===== src/rtl/johnson_pkg.sv =====
// Shared types, default sizes and Johnson-pattern helpers for the sequencer.
package johnson_pkg;

  typedef enum logic [1:0] {
    IDLE = 2'd0,
    RUN  = 2'd1,
    DONE = 2'd2
  } state_t;

  localparam int DEF_WIDTH = 4;
  localparam int DEF_CNT_W = 8;
  localparam int MAX_WIDTH = 32;

  // i-th pattern of the forward Johnson sequence starting at all-zero:
  // fill with ones from the LSB, then drain them from the LSB.
  function automatic logic [MAX_WIDTH-1:0] johnson_pattern(input int idx, input int width);
    logic [63:0] ones;
    ones = (64'd1 << width) - 64'd1;
    if (idx <= width)
      johnson_pattern = MAX_WIDTH'((64'd1 << idx) - 64'd1);
    else
      johnson_pattern = MAX_WIDTH'((ones << (idx - width)) & ones);
  endfunction

  // True when value is one of the 2*width patterns of the sequence.
  function automatic logic is_legal(input logic [MAX_WIDTH-1:0] value, input int width);
    is_legal = 1'b0;
    for (int i = 0; i < 2 * MAX_WIDTH; i++) begin
      if (i < 2 * width && value == johnson_pattern(i, width))
        is_legal = 1'b1;
    end
  endfunction

endpackage


===== src/rtl/johnson_core.sv =====
// Johnson shift register with clear, advance and direction controls.
module johnson_core
  import johnson_pkg::*;
#(
  parameter int WIDTH = DEF_WIDTH
) (
  input  logic             clk,
  input  logic             n_rst,
  input  logic             advance,
  input  logic             dir,
  input  logic             clear,
  output logic [WIDTH-1:0] count
);

  logic [WIDTH-1:0] count_reg;
  logic [WIDTH-1:0] count_next;

  // Next value: clear beats advance; dir=1 walks the sequence backwards.
  always_comb begin
    count_next = count_reg;
    if (clear)
      count_next = '0;
    else if (advance) begin
      if (dir)
        count_next = {~count_reg[0], count_reg[WIDTH-1:1]};
      else
        count_next = {count_reg[WIDTH-2:0], ~count_reg[WIDTH-1]};
    end
  end

  // Register update with asynchronous clear to the first pattern.
  always_ff @(posedge clk or negedge n_rst) begin
    if (!n_rst)
      count_reg <= '0;
    else
      count_reg <= count_next;
  end

  assign count = count_reg;

endmodule


===== src/rtl/johnson_seq_ctrl.sv =====
// Run/step controller around a Johnson counter with one-hot phase decode
// and a sticky illegal-pattern flag.
module johnson_seq_ctrl
  import johnson_pkg::*;
#(
  parameter int WIDTH = DEF_WIDTH,
  parameter int CNT_W = DEF_CNT_W
) (
  input  logic               clk,
  input  logic               n_rst,
  input  logic               start,
  input  logic               stop,
  input  logic               dir,
  input  logic [CNT_W-1:0]   num_steps,
  input  logic               step,
  output logic [WIDTH-1:0]   count,
  output logic [2*WIDTH-1:0] phase,
  output logic               busy,
  output logic               done,
  output logic               err
);

  state_t           state_reg, state_next;
  logic [CNT_W-1:0] remaining_reg, remaining_next;
  logic             dir_reg, dir_next;
  logic             done_reg;
  logic             err_reg;
  logic             illegal;
  logic             core_advance;
  logic             core_dir;
  logic             core_clear;

  johnson_core #(.WIDTH(WIDTH)) u_core (
    .clk     (clk),
    .n_rst   (n_rst),
    .advance (core_advance),
    .dir     (core_dir),
    .clear   (core_clear),
    .count   (count)
  );

  assign illegal = !is_legal(MAX_WIDTH'(count), WIDTH);

  // One-hot phase decode, one comparator per sequence position.
  for (genvar gi = 0; gi < 2 * WIDTH; gi++) begin : g_phase
    assign phase[gi] = (MAX_WIDTH'(count) == johnson_pattern(gi, WIDTH));
  end

  // Next-state and counter controls; an illegal pattern overrides everything.
  always_comb begin
    state_next     = state_reg;
    remaining_next = remaining_reg;
    dir_next       = dir_reg;
    core_advance   = 1'b0;
    core_dir       = dir_reg;
    core_clear     = 1'b0;
    if (illegal) begin
      core_clear = 1'b1;
      state_next = IDLE;
    end else begin
      case (state_reg)
        IDLE: begin
          if (start && stop) begin
            state_next = IDLE;
          end else if (start) begin
            remaining_next = num_steps;
            dir_next       = dir;
            state_next     = RUN;
          end else if (step) begin
            core_advance = 1'b1;
            core_dir     = dir;
          end
        end
        RUN: begin
          if (stop) begin
            state_next = DONE;
          end else begin
            core_advance = 1'b1;
            // A latched zero never decrements, so it means run until stop.
            if (remaining_reg == CNT_W'(1)) begin
              remaining_next = '0;
              state_next     = DONE;
            end else if (remaining_reg != '0) begin
              remaining_next = remaining_reg - CNT_W'(1);
            end
          end
        end
        DONE:    state_next = IDLE;
        default: state_next = IDLE;
      endcase
    end
  end

  // Controller state, latched run parameters, done pulse and sticky error.
  always_ff @(posedge clk or negedge n_rst) begin
    if (!n_rst) begin
      state_reg     <= IDLE;
      remaining_reg <= '0;
      dir_reg       <= 1'b0;
      done_reg      <= 1'b0;
      err_reg       <= 1'b0;
    end else begin
      state_reg     <= state_next;
      remaining_reg <= remaining_next;
      dir_reg       <= dir_next;
      done_reg      <= (state_next == DONE);
      err_reg       <= err_reg | illegal;
    end
  end

  assign busy = (state_reg != IDLE);
  assign done = done_reg;
  assign err  = err_reg;

endmodule


===== config.mk =====
export PLATFORM = sky130hd
export DESIGN_NAME = johnson_seq_ctrl
export DESIGN_NICKNAME = d
export VERILOG_FILES = /design/src/rtl/johnson_pkg.sv /design/src/rtl/johnson_core.sv /design/src/rtl/johnson_seq_ctrl.sv
export SDC_FILE = /design/constraint.sdc
export NUM_CORES = 1
export LEC_CHECK = 0
export ABC_AREA = 1
export CAP_MARGIN = 20
export CORE_MARGIN = 3
export CORE_UTILIZATION = 45
export CTS_BUF_LIST = sky130_fd_sc_hd__clkbuf_4 sky130_fd_sc_hd__clkbuf_8
export DETAILED_ROUTE_END_ITERATION = 6
export PLACE_DENSITY = 0.85
export SLEW_MARGIN = 20
export SYNTH_ARGS = -nofsm -noshare
export SYNTH_HDL_FRONTEND = slang
export SYNTH_HIERARCHICAL = 1
export SYNTH_SLANG_ARGS = --single-unit
export TNS_END_PERCENT = 50

===== constraint.sdc =====
create_clock -name clk -period 2.1 [get_ports clk]
set_input_delay 0.42 -clock clk [delete_from_list [all_inputs] [get_ports clk]]
set_output_delay 0.42 -clock clk [all_outputs]
set_load 0.03 [all_outputs]

==> impl_metrics.env, run 1 <==
export IMPL_status="finished clean"
export IMPL_p_leak_nw=0.8733
export IMPL_hold_ws_ns=0.4223
export IMPL_worstPathRequired_ns=1.68
export IMPL_rr_worst_depth=12
export IMPL_cts_tree="yes"
export IMPL_synth_seq_cells=17
export IMPL_clk_pin_slew_ns=0.10
export IMPL_layout_drive_gt1_share=0.1422
export IMPL_drt_wl_total_um=2799
export IMPL_drv_slew=0
export IMPL_grt_usage=0.1785
export IMPL_grt_pass1_wl_um=4692
export IMPL_syn_area_per_cell_um2=6.651
export IMPL_fp_row_count=18
export IMPL_clock_sinks=17
export IMPL_initial_core_util=0.4957
export IMPL_slew_headroom=0.7024
export IMPL_crit_buf_inv=1
export IMPL_postSynth_asyncResetShare=1.000
export IMPL_wire_per_inst_um=10.98
export IMPL_synth_top_flop_cell="dfrtp_1"
export IMPL_synthCells=193
export IMPL_die_x_um=59.41
export IMPL_finalClockSkew_ns=0.005709
export IMPL_drt_iter0_drc=44
export IMPL_nNetsFinal=243
export IMPL_post_cts_setup_buffer_count=0
export IMPL_netlist_area_mm2=0.001284
export IMPL_cp_cell_sequence="clkdlybuf4s50_1"
export IMPL_drt_pass1_iter_count=4
export IMPL_multiInputGateArea_um2=732.0
export IMPL_post_layout_nonfiller_instances=255
export IMPL_regToRegEndpoint="u_core/count[1]"
export IMPL_finalCritPeriodShare=0.9365
export IMPL_vias_per_cell=4.886
export IMPL_grt_start_max_net_pins=18
export IMPL_area_growth_pct=26.90
export IMPL_routed_via_count=1246
export IMPL_n_antenna_cell=0
export IMPL_grt_overflow=0
export IMPL_ant_nets=0
export IMPL_dp_cells=251
export IMPL_crit_path_top_delay_cell="clkdlybuf4s50_1"
export IMPL_crit_path_start_kind="flip-flop"
export IMPL_critPathKind="reg -> out"
export IMPL_max_freq_mhz=508.5
export IMPL_root_buffer="clkbuf_4"
export IMPL_place_gp_congestion=0.8918
export IMPL_synth_nets=210
export IMPL_max_cap_violations=0
export IMPL_die_area_mm2=0.003530
export IMPL_insertion_delay_ns=0.30
export IMPL_cts_buffers=3
export IMPL_timing_rr_start="u_core/count[2]"
export IMPL_cts_buffer_depth=2
export IMPL_fp_dieH_um=59.41
export IMPL_largest_register_ffs=8
export IMPL_ys_warn_count=6
export IMPL_rsz0062_at_grt="false"
export IMPL_setup_viol=0
export IMPL_core_mm2=0.002590
export IMPL_worst_path_max_fanout=8
export IMPL_period_minus_slack_ns=1.967
export IMPL_drc=0
export IMPL_ys_seq_area_frac=0.3314
export IMPL_synth_enable_flop_cells=0
export IMPL_p_per_area_mw_per_mm2=1385
export IMPL_dpl_hpwl_um=2170
export IMPL_slowest_delay_ns=0.73
export IMPL_htreeDepth=1
export IMPL_end_kind="output pin"
export IMPL_yosysUniqueCellTypes=24
export IMPL_r2r_slack_ns=0.21
export IMPL_worst_pin_slew_ns=0.4440
export IMPL_antenna_found_initial=0
export IMPL_numPortBuffers=28
export IMPL_max_vdd_ir_drop_mv=0.7852
export IMPL_grt_pass1_vias=1091
export IMPL_critPathTopFamily="buffers and inverters"
export IMPL_crit_arrival_ns=1.55
export IMPL_fillers=230
export IMPL_holdBufCountCts=0
export IMPL_area_sequential_um2=427.9
export IMPL_hold_viol_final=0
export IMPL_io_pins=29
export IMPL_finalSetupTns_ns=0
export IMPL_hold_path_class="in -> async"
[worst max path at each step]
stage,startpoint,to,slack (ns),cells after the start
finish,u_core/count[2],count[2],0.13,1
global placement,start,u_core/count[1],0.21,11
global route,u_core/count[1],phase[0],0.009,4
floorplan,u_core/count[1],u_core/count[2],0.31,11
CTS,u_core/count[1],phase[7],0.11,4
detailed placement,start,u_core/count[1],0.10,11
[cells in the mapped netlist, types with 2 or more instances]
master | number | share of area
inv_2 | 4 | 0.012
nand2_4 | 3 | 0.026
a21oi_1 | 4 | 0.016
dfrtp_1 | 17 | 0.33
nor2_1 | 20 | 0.058
nor2_4 | 5 | 0.044
nand3_1 | 8 | 0.031
inv_1 | 27 | 0.079
nor3_1 | 3 | 0.012
nand2_2 | 4 | 0.019
a211oi_1 | 2 | 0.012
nor2_2 | 5 | 0.024
ha_1 | 3 | 0.029
o21ai_0 | 6 | 0.023
nand2_1 | 73 | 0.21
[cell usage in the layout (no fill, tap or decap), types with 3 or more instances in the layout]
cell             instances
nor2_1                  20
nor2_2                   5
nor3_1                   3
nor2_4                   5
nand2_1                 73
clkbuf_4                 4
dfrtp_1                 15
dlygate4sd2_1            6
ha_1                     3
clkdlybuf4s50_1         20
nand2_2                  4
nand2_4                  3
nand3_1                  8
o21ai_0                  6
inv_1                   27
inv_2                    4
a21oi_1                  4
[cell type report]
class,instances,share of cell area
Tap cell,30,0.02304
Multi-Input combinational cell,143,0.4493
Clock buffer,4,0.01843
Sequential cell,17,0.2627
Timing Repair Buffer,29,0.1720
Inverter,32,0.07450
[power by group]
| part | total (mW) | internal [mW] | switching [mW] |
|---|---|---|---|
| Combinational | 1.44 | 0.505 | 0.938 |
| Sequential | 0.620 | 0.456 | 0.163 |
| Clock | 0.194 | 0.0871 | 0.107 |
| Total | 2.26 | 1.05 | 1.21 |
[logic make-up (layout without fill, tap and decap cells)]
family          Yosys count  count (layout)  share of synthesized area
compound gates           12              12                    0.05068
xor+xnor                  2               2                    0.01365
fa+ha+maj                 3               3                    0.02924
buf+inv                  33              65                    0.09843
flops                    17              17                     0.3314
simple gates            126             126                     0.4766
[stage by stage]
| step | power [mW] | utilization | instance area [um^2] | setup slack, ns |
|---|---|---|---|---|
| 2_1_floorplan | 1.685 | - | 1284 | 0.3141 |
| 3_3_place_gp | 2.050 | 0.6193 | 1604 | 0.2098 |
| 3_5_place_dp | 2.082 | 0.6193 | 1604 | 0.1033 |
| 4_1_cts | 2.257 | 0.6275 | 1625 | 0.1063 |
| 5_1_grt | 2.464 | 0.6290 | 1629 | 0.008646 |
| 6_report | 2.257 | 0.6290 | 1629 | 0.1334 |
[repair_timing]
item                                    in CTS  in global routing
cloned                                       0                  0
endpoints found under the setup margin       8                  2
resized for setup                            9                  3
pin swaps                                    0                  0
[per-layer routing]
layer,share of wire,global-route usage
met3,0.061,0.05229
met4,0.014,0.06796
met1,0.47,0.2306
met5,0,0
met2,0.46,0.2793
(Power assumes the default switching activity.)
==> inputs of run 2 (changes only) <==
--- a/config.mk
+++ b/config.mk
@@ -12,7 +12,8 @@
 export CTS_BUF_LIST = sky130_fd_sc_hd__clkbuf_4 sky130_fd_sc_hd__clkbuf_8
 export DETAILED_ROUTE_END_ITERATION = 6
 export PLACE_DENSITY = 0.85
-export SLEW_MARGIN = 20
+export RECOVER_POWER = 50
+export SLEW_MARGIN = 15
 export SYNTH_ARGS = -nofsm -noshare
 export SYNTH_HDL_FRONTEND = slang
 export SYNTH_HIERARCHICAL = 1
==> run 2 against run 1 <==
  * Die area unchanged
  * Clock power barely moved
  * Register-to-register slack is essentially flat
  * Routed wire length is 0.11% lower
  * Sequential share of layout area grew 0.18 points
  * Via count fell by 1.0%
  * Combinational power about the same
  * Utilization down 0.43 points
  * Worst hold slack improved by 0.054 ns
==> impl_metrics.env, run 2 (synthesized netlist as in run 1, its figures left out) <==
export IMPL_finalCritPeriodShare=0.9363
export IMPL_cts_buffer_depth=2
export IMPL_layout_drive_gt1_share=0.1333
export IMPL_grt_start_max_net_pins=18
export IMPL_worst_pin_slew_ns=0.9041
export IMPL_critPathKind="reg -> out"
export IMPL_die_x_um=59.41
export IMPL_hold_path_class="reg -> reg"
export IMPL_fillers=232
export IMPL_drv_slew=0
export IMPL_period_minus_slack_ns=1.966
export IMPL_ant_nets=0
export IMPL_worstPathRequired_ns=1.68
export IMPL_max_vdd_ir_drop_mv=0.7847
export IMPL_n_antenna_cell=0
export IMPL_drt_iter0_drc=44
export IMPL_fp_dieH_um=59.41
export IMPL_cts_tree="yes"
export IMPL_cts_buffers=3
export IMPL_htreeDepth=1
export IMPL_holdBufCountCts=0
export IMPL_nNetsFinal=243
export IMPL_numPortBuffers=28
export IMPL_p_leak_nw=0.8694
export IMPL_clk_pin_slew_ns=0.09
export IMPL_vias_per_cell=4.835
export IMPL_core_mm2=0.002590
export IMPL_drc=0
export IMPL_clock_sinks=17
export IMPL_root_buffer="clkbuf_4"
export IMPL_grt_pass1_vias=1091
export IMPL_holdPathStages=1
export IMPL_finalSetupTns_ns=0
export IMPL_hold_end="err"
export IMPL_drt_pass1_iter_count=4
export IMPL_cp_cell_sequence="clkdlybuf4s50_1"
export IMPL_fp_row_count=18
export IMPL_place_gp_congestion=0.8918
export IMPL_rr_worst_depth=12
export IMPL_drt_wl_total_um=2796
export IMPL_layout_common_cells="nand2_1 (73), inv_1 (27), nor2_1 (21)"
export IMPL_dpl_hpwl_um=2170
export IMPL_critPathTopFamily="buffers and inverters"
export IMPL_crit_path_start_kind="flip-flop"
export IMPL_slowest_delay_ns=0.73
export IMPL_worst_path_max_fanout=8
export IMPL_routed_via_count=1233
export IMPL_status="finished clean"
export IMPL_io_pins=29
export IMPL_timing_rr_start="u_core/count[2]"
export IMPL_grt_usage=0.1785
export IMPL_hold_viol_final=0
export IMPL_initial_core_util=0.4957
export IMPL_hp_start="err"
export IMPL_max_freq_mhz=508.6
export IMPL_finalClockSkew_ns=0.005397
export IMPL_grt_pass1_wl_um=4692
export IMPL_largest_register_ffs=8
export IMPL_regToRegEndpoint="u_core/count[1]"
export IMPL_slew_headroom=0.3973
export IMPL_dp_cells=251
export IMPL_max_cap_violations=0
export IMPL_setup_viol=0
export IMPL_die_area_mm2=0.003530
export IMPL_grt_overflow=0
export IMPL_antenna_found_initial=0
export IMPL_crit_path_top_delay_cell="clkdlybuf4s50_1"
export IMPL_area_growth_pct=26.02
export IMPL_r2r_slack_ns=0.22
export IMPL_final_common_cell="nand2_1"
export IMPL_insertion_delay_ns=0.30
export IMPL_crit_arrival_ns=1.55
export IMPL_wire_per_inst_um=10.96
export IMPL_p_per_area_mw_per_mm2=1389
export IMPL_end_kind="output pin"
export IMPL_crit_buf_inv=1
export IMPL_post_layout_nonfiller_instances=255
export IMPL_rsz0062_at_grt="false"
==> run 2: power by group <==
group / total [mW] / switching (mW) / internal, mW
Combinational: 1.43 / 0.935 / 0.500
Sequential: 0.618 / 0.162 / 0.456
Clock: 0.193 / 0.106 / 0.0871
Total: 2.25 / 1.20 / 1.04
==> run 2: area by class of cell <==
cell class | count | area [um^2] | area share
Sequential cell | 17 | 427.9 | 0.2645
Tap cell | 30 | 37.54 | 0.02320
Multi-Input combinational cell | 143 | 724.4 | 0.4478
Timing Repair Buffer | 29 | 276.5 | 0.1709
Clock buffer | 4 | 30.03 | 0.01856
Inverter | 32 | 121.4 | 0.07502
==> run 2: worst max-delay path by stage <==
stage               slack, ns  cells past startpoint              end             from
global route            0.009                      4         phase[0]  u_core/count[1]
global placement         0.21                     11  u_core/count[1]            start
CTS                      0.11                      4         phase[7]  u_core/count[1]
floorplan                0.31                     11  u_core/count[2]  u_core/count[1]
detailed placement       0.10                     11  u_core/count[1]            start
finish                   0.13                      1         count[2]  u_core/count[2]
==> run 2: worst reg2reg max path, stage by stage (launching register included) <==
cell	delay [ns]
dfrtp_1	0.49
nand2_2	0.14
inv_1	0.05
nand2_1	0.10
nand4_4	0.18
nand2_1	0.12
nor2_1	0.04
a21oi_1	0.32
inv_2	0.11
nand2_1	0.08
nand2_1	0.06
nand2_1	0.06
nand2_1	0.05
==> run 2: through the flow <==
step | instance area [um^2] | utilization | setup slack [ns] | hold WS [ns] | total power [mW]
2_1_floorplan | 1284 | - | 0.3141 | 0.1244 | 1.685
3_3_place_gp | 1604 | 0.6193 | 0.2098 | 0.4502 | 2.050
3_5_place_dp | 1604 | 0.6193 | 0.1033 | 0.4554 | 2.082
4_1_cts | 1625 | 0.6275 | 0.1063 | 0.4265 | 2.257
5_1_grt | 1618 | 0.6246 | 0.008646 | 0.4995 | 2.455
6_report | 1618 | 0.6246 | 0.1338 | 0.4762 | 2.247
==> run 2: per-layer routing <==
layer / up-vias / routed length, um / GRT usage
met4: 0 / 40 / 0.06796
met1: 536 / 1279 / 0.2306
li1: 646 / - / -
met3: 5 / 207 / 0.05229
met2: 46 / 1269 / 0.2793
met5: - / 0 / 0
==> run 2: repair_timing <==
| action | CTS | global route |
|---|---|---|
| setup endpoints to repair | 8 | 2 |
| resized for setup | 9 | 3 |
| setup buffers | 0 | 0 |
| cloned | 0 | 0 |
==> inputs of run 3 (changes only) <==
--- a/config.mk
+++ b/config.mk
@@ -11,11 +11,10 @@
 export CORE_UTILIZATION = 45
 export CTS_BUF_LIST = sky130_fd_sc_hd__clkbuf_4 sky130_fd_sc_hd__clkbuf_8
 export DETAILED_ROUTE_END_ITERATION = 6
-export PLACE_DENSITY = 0.85
+export PLACE_DENSITY = 0.86
 export RECOVER_POWER = 50
 export SLEW_MARGIN = 15
 export SYNTH_ARGS = -nofsm -noshare
 export SYNTH_HDL_FRONTEND = slang
-export SYNTH_HIERARCHICAL = 1
 export SYNTH_SLANG_ARGS = --single-unit
 export TNS_END_PERCENT = 50
==> run 3 against run 2 <==
  * Sequential power rose by 0.6%
  * Sequential cell count stayed put
  * Maximum frequency is 1.0% higher
  * Total power decreased by 2.2%
  * Design area shrank 4.8%
  * Via count hardly changed
  * Largest power group unchanged
  * Highest routed layer unchanged
  * Critical path depth stayed put
==> impl_metrics.env, run 3 <==
export IMPL_status="finished clean"
export IMPL_io_pins=29
export IMPL_hold_ws_ns=0.4900
export IMPL_finalCritPeriodShare=0.9267
export IMPL_yosys_top_cells_count="nand2_1 (61), nor2_1 (20), dfrtp_1 (17), nand3_1 (17), inv_1 (15)"
export IMPL_netlist_top_cells_area="dfrtp_1 (35%), nand2_1 (19%), nand3_1 (7.0%)"
export IMPL_insertion_delay_ns=0.29
export IMPL_nNetsFinal=232
export IMPL_worstPathRequired_ns=1.68
export IMPL_core_mm2=0.002522
export IMPL_antenna_found_initial=0
export IMPL_fp_row_count=18
export IMPL_drc=0
export IMPL_r2r_slack_ns=0.26
export IMPL_fp_dieH_um=57.83
export IMPL_wire_per_inst_um=11.28
export IMPL_fillers=239
export IMPL_cts_tree="yes"
export IMPL_setup_ws_ns=0.1539
export IMPL_p_per_area_mw_per_mm2=1426
export IMPL_cp_cell_sequence="clkdlybuf4s50_1"
export IMPL_netlist_area_mm2=0.001209
export IMPL_place_gp_congestion=0.8270
export IMPL_yosys_area_top_type="dfrtp_1"
export IMPL_p_leak_nw=0.7953
export IMPL_crit_buf_inv=1
export IMPL_post_cts_setup_buffer_count=0
export IMPL_hold_path_class="reg -> reg"
export IMPL_rsz0062_at_grt="false"
export IMPL_p_sw_mw=1.170
export IMPL_crit_path_start_kind="flip-flop"
export IMPL_synthCells=180
export IMPL_synthMuxAreaShare=0
export IMPL_max_cap_violations=0
export IMPL_synth_compound_area_frac=0.08075
export IMPL_grt_pass1_vias=1084
export IMPL_syn_area_per_cell_um2=6.715
export IMPL_setup_viol=0
export IMPL_yosys_area_share_xor_xnor=0.02899
export IMPL_n_antenna_cell=0
export IMPL_clock_sinks=17
export IMPL_cts_buffer_depth=2
export IMPL_die_x_um=57.83
export IMPL_post_layout_nonfiller_instances=244
export IMPL_final_area_mm2=0.001540
export IMPL_synth_top_family_by_area="simple AND/OR/NAND/NOR gates"
export IMPL_synth_nets=197
export IMPL_period_minus_slack_ns=1.946
export IMPL_root_buffer="clkbuf_4"
export IMPL_cts_buffers=3
export IMPL_drt_iter0_drc=58
export IMPL_finalClockSkew_ns=0.0007632
export IMPL_drt_wl_total_um=2753
export IMPL_dpl_hpwl_um=2110
export IMPL_critPathKind="reg -> out"
export IMPL_synth_top_flop_cell="dfrtp_1"
export IMPL_drt_pass1_iter_count=4
export IMPL_initial_core_util=0.4792
export IMPL_grt_overflow=0
export IMPL_routed_via_count=1234
export IMPL_worst_path_max_fanout=7
export IMPL_p_int_mw=1.027
export IMPL_netlist_area_leader_share=0.3520
export IMPL_critPathTopFamily="buffers and inverters"
export IMPL_largest_register_ffs=8
export IMPL_drv_slew=0
export IMPL_slew_headroom=0.3735
export IMPL_crit_path_top_delay_cell="clkdlybuf4s50_1"
export IMPL_max_freq_mhz=513.8
export IMPL_grt_pass1_wl_um=4878
export IMPL_pre_cts_slack_ns=0.1534
export IMPL_slowest_delay_ns=0.73
export IMPL_vias_per_cell=5.057
export IMPL_clk_pin_slew_ns=0.09
export IMPL_synth_fa_ha_area_frac=0.03106
export IMPL_postSynth_asyncResetShare=1.000
export IMPL_ys_seq_area_frac=0.3520
export IMPL_layout_drive_gt1_share=0.1075
export IMPL_grt_usage=0.1843
export IMPL_comb_power_share=0.632
export IMPL_ys_warn_count=0
export IMPL_final_common_cell="nand2_1"
export IMPL_area_growth_pct=27.43
export IMPL_crit_arrival_ns=1.53
export IMPL_hold_viol_final=0
export IMPL_finalSetupTns_ns=0
export IMPL_worst_pin_slew_ns=0.9397
export IMPL_synthSimpleGateAreaFrac=0.4389
export IMPL_netSwitchingFraction=0.5325
export IMPL_seq_power_share=0.283
export IMPL_clkPwrFrac=0.085
export IMPL_grt_start_max_net_pins=18
export IMPL_yosysMostFrequentCell="nand2_1"
export IMPL_yosysUniqueCellTypes=24
export IMPL_max_vdd_ir_drop_mv=0.8157
export IMPL_layout_common_cells="nand2_1 (63), nor2_1 (21), nand3_1 (17), dfrtp_1 (17), clkdlybuf4s50_1 (17)"
export IMPL_end_kind="output pin"
export IMPL_ant_nets=0
export IMPL_place_area_mm2=0.001538
export IMPL_synth_enable_flop_cells=0
export IMPL_numPortBuffers=28
export IMPL_dp_cells=240
export IMPL_htreeDepth=1
export IMPL_synth_seq_cells=17
export IMPL_die_area_mm2=0.003344
run 3: metal layers:
metal	GRT usage	up-vias	share of wire
met4	0.06954	0	0.017
li1	-	647	-
met3	0.01336	4	0.024
met1	0.2849	565	0.50
met5	0	-	0
met2	0.2677	18	0.46
run 3: worst paths after layout:
kind | from | end | depth (start not counted)
worst max-delay path | u_core.count[2] | count[2] | 1
worst max register to register | remaining_reg[4] | remaining_reg[1] | 8
worst min register to register | err | err | 1
min in group asynchronous | n_rst | remaining_reg[6] | 2
worst min-delay path | err | err | 1
max in group asynchronous | n_rst | remaining_reg[3] | 2
run 3: power by group through the flow:
| stage | clock network, mW | logic (mW) | registers [mW] |
|---|---|---|---|
| finish | 0.187 | 1.39 | 0.622 |
| global route | 0.207 | 1.59 | 0.643 |
| CTS | 0.196 | 1.43 | 0.621 |
| detailed placement | 0 | 1.44 | 0.627 |
| global placement | 0 | 1.42 | 0.623 |
| floorplan | 0 | 1.02 | 0.649 |
run 3: metrics by stage:
stage,total power [mW],util
after floorplan,1.664,-
after global placement,2.043,0.6096
after detailed placement,2.064,0.6096
after CTS,2.245,0.6176
after global routing,2.443,0.6106
final,2.197,0.6106
run 3: area by class of cell:
| type | count | area [um^2] | area share |
|---|---|---|---|
| multi-input combinational | 143 | 693.2 | 0.4500 |
| sequential | 17 | 425.4 | 0.2762 |
| timing repair buffer | 31 | 282.8 | 0.1836 |
| inverter | 19 | 71.32 | 0.04630 |
| tap | 30 | 37.54 | 0.02437 |
| clock buffer | 4 | 30.03 | 0.01950 |
run 3: logic make-up after synthesis:
family	Yosys count
AND/OR/NAND/NOR	120
buffers and inverters	20
flip-flops	17
AO/OA/AOI/OAI	16
XOR/XNOR	4
adder cells (fa/ha/maj)	3
run 3: repair_timing:
action	4_1_cts	5_1_grt
gates resized for setup	8	1
hold buffers	0	0
endpoints found under the setup margin	8	1
endpoints found under the hold margin	0	0
==> RTL edit, RTL diff (config.mk and constraints of run 2) <==
Register the output `count`, with the module's reset; this adds one clock of latency there. The other outputs are not delayed to match.
--- a/src/rtl/johnson_seq_ctrl.sv
+++ b/src/rtl/johnson_seq_ctrl.sv
@@ -20,6 +20,8 @@
   output logic               err
 );
 
+  logic [WIDTH-1:0] count_d;
+
   state_t           state_reg, state_next;
   logic [CNT_W-1:0] remaining_reg, remaining_next;
   logic             dir_reg, dir_next;
@@ -36,14 +38,14 @@
     .advance (core_advance),
     .dir     (core_dir),
     .clear   (core_clear),
-    .count   (count)
+    .count   (count_d)
   );
 
-  assign illegal = !is_legal(MAX_WIDTH'(count), WIDTH);
+  assign illegal = !is_legal(MAX_WIDTH'(count_d), WIDTH);
 
   // One-hot phase decode, one comparator per sequence position.
   for (genvar gi = 0; gi < 2 * WIDTH; gi++) begin : g_phase
-    assign phase[gi] = (MAX_WIDTH'(count) == johnson_pattern(gi, WIDTH));
+    assign phase[gi] = (MAX_WIDTH'(count_d) == johnson_pattern(gi, WIDTH));
   end
 
   // Next-state and counter controls; an illegal pattern overrides everything.
@@ -112,5 +114,13 @@
   assign done = done_reg;
   assign err  = err_reg;
 
+  always_ff @(posedge clk or negedge n_rst) begin
+    if (!n_rst) begin
+      count <= '0;
+    end else begin
+      count <= count_d;
+    end
+  end
+
 endmodule
 
Check against the original RTL: not equivalent (a bounded check fails within 4 cycles, from zero or initial values and one cycle with n_rst low).
==> RTL edit against run 2 <==
  * Power increased by 9.6%
  * Wire length is 4.5% higher
  * Sequential cell count grew 4
  * Worst setup slack got worse by 0.0074 ns
  * Area after synthesis rose by 9.3%
  * Final area is 8.7% higher
  * Worst hold slack better by 0.017 ns
  * Sequential share of layout area rose by 3.4 points
  * Critical endpoint is now phase[3]
  * Largest cell class unchanged
==> RTL edit: results <==
# TYPE chip_impl_metric gauge
chip_impl_info{name="run_status",value="complete, no violations"} 1
chip_impl_metric{name="synth_compound_gate_area_share",unit="%"} 4.550
chip_impl_metric{name="routed_wire_length_per_instance",unit="um"} 10.78
chip_impl_metric{name="fraction_of_the_mapped_netlist_area_in_adder_cells",unit="%"} 2.676
chip_impl_metric{name="grt_use_met2",unit="%"} 32.88
chip_impl_metric{name="use_met3",unit="%"} 3.099
chip_impl_metric{name="finalNetCount",unit=""} 258
chip_impl_info{name="synth.area.top_cells",value="sky130_fd_sc_hd__dfrtp_1 (37%), sky130_fd_sc_hd__nand2_1 (22%), sky130_fd_sc_hd__nor2_1 (6.7%)"} 1
chip_impl_metric{name="filler_cell_count",unit=""} 274
chip_impl_metric{name="via_count_of_the_first_global_routing_pass",unit=""} 1273
chip_impl_info{name="timing.critical_path.from",value="u_core/count[0]$_DFFE_PN0P_"} 1
chip_impl_metric{name="synth_fp_nets",unit=""} 223
chip_impl_metric{name="final.period_utilization",unit="%"} 93.98
chip_impl_metric{name="timing.reg2reg.worst_path_depth",unit=""} 13
chip_impl_metric{name="met2_wirelength",unit="mm"} 1.460
chip_impl_metric{name="detail_route.iter0.violations",unit=""} 64
chip_impl_metric{name="skew",unit="ns"} 0.003437
chip_impl_metric{name="max_stage_delay",unit="ns"} 0.50
chip_impl_metric{name="leakage",unit="nW"} 0.9452
chip_impl_info{name="post_synth_most_frequent_cells",value="sky130_fd_sc_hd__nand2_1 (83), sky130_fd_sc_hd__nor2_1 (25), sky130_fd_sc_hd__inv_1 (24)"} 1
chip_impl_metric{name="r2r_setup_slack",unit="ns"} 0.40
chip_impl_metric{name="clk_pin_slew",unit="ns"} 0.12
chip_impl_metric{name="max-vdd-ir-drop",unit="mV"} 0.9649
chip_impl_metric{name="vias_per_cell",unit=""} 4.978
chip_impl_metric{name="detailroute.wirelength.met3",unit="um"} 150
chip_impl_metric{name="stdcell_count",unit=""} 271
chip_impl_metric{name="post_route_cells_drive_above_1_share",unit="%"} 10.42
chip_impl_metric{name="netlist-cell-type-count",unit=""} 23
## RTL edit: cell types whose count changed in the layout (fill, tap and decap cells not counted), moves of 4 or more
cell / run 2 / this run
sky130_fd_sc_hd__o21ai_0: 6 / 2
sky130_fd_sc_hd__nor2_2: 5 / 1
sky130_fd_sc_hd__dfrtp_1: 15 / 21
sky130_fd_sc_hd__nor2_1: 21 / 26
sky130_fd_sc_hd__nand2_1: 73 / 83
sky130_fd_sc_hd__nand3_1: 8 / 13
## RTL edit: worst min-delay path by stage
stage                                        end  cells past startpoint  slack, ns     startpoint
floorplan                     count[0]$_DFF_PN0_                      0       0.12          n_rst
global placement                   err$_DFF_PN0_                      1       0.46  err$_DFF_PN0_
detailed placement                 err$_DFF_PN0_                      1       0.47  err$_DFF_PN0_
CTS                 remaining_reg[3]$_DFFE_PN0P_                      2       0.46          n_rst
global route                       err$_DFF_PN0_                      1       0.52  err$_DFF_PN0_
finish                             err$_DFF_PN0_                      1       0.49  err$_DFF_PN0_
## RTL edit: where the power goes
group	switching, mW	internal [mW]
clock network	0.123	0.0722
logic	0.980	0.556
registers	0.177	0.554
## RTL edit: area by class of cell
cell class | count | area, um^2 | share of cell area (%)
Multi-Input combinational cell | 155 | 760.7 | 43.27
Sequential cell | 21 | 525.5 | 29.89
Clock inverter | 1 | 7.507 | 0.4270
Clock buffer | 3 | 22.52 | 1.281
Tap cell | 31 | 38.79 | 2.206
Timing Repair Buffer | 31 | 294.0 | 16.73
Inverter | 29 | 108.9 | 6.192
## RTL edit: logic make-up after synthesis
logic type,after synthesis
buffers and inverters,30
AOI/OAI and AO/OA,11
and+or+nand+nor,140
xor gates and xnor gates,1
DFF,21
adders and majority gates,3
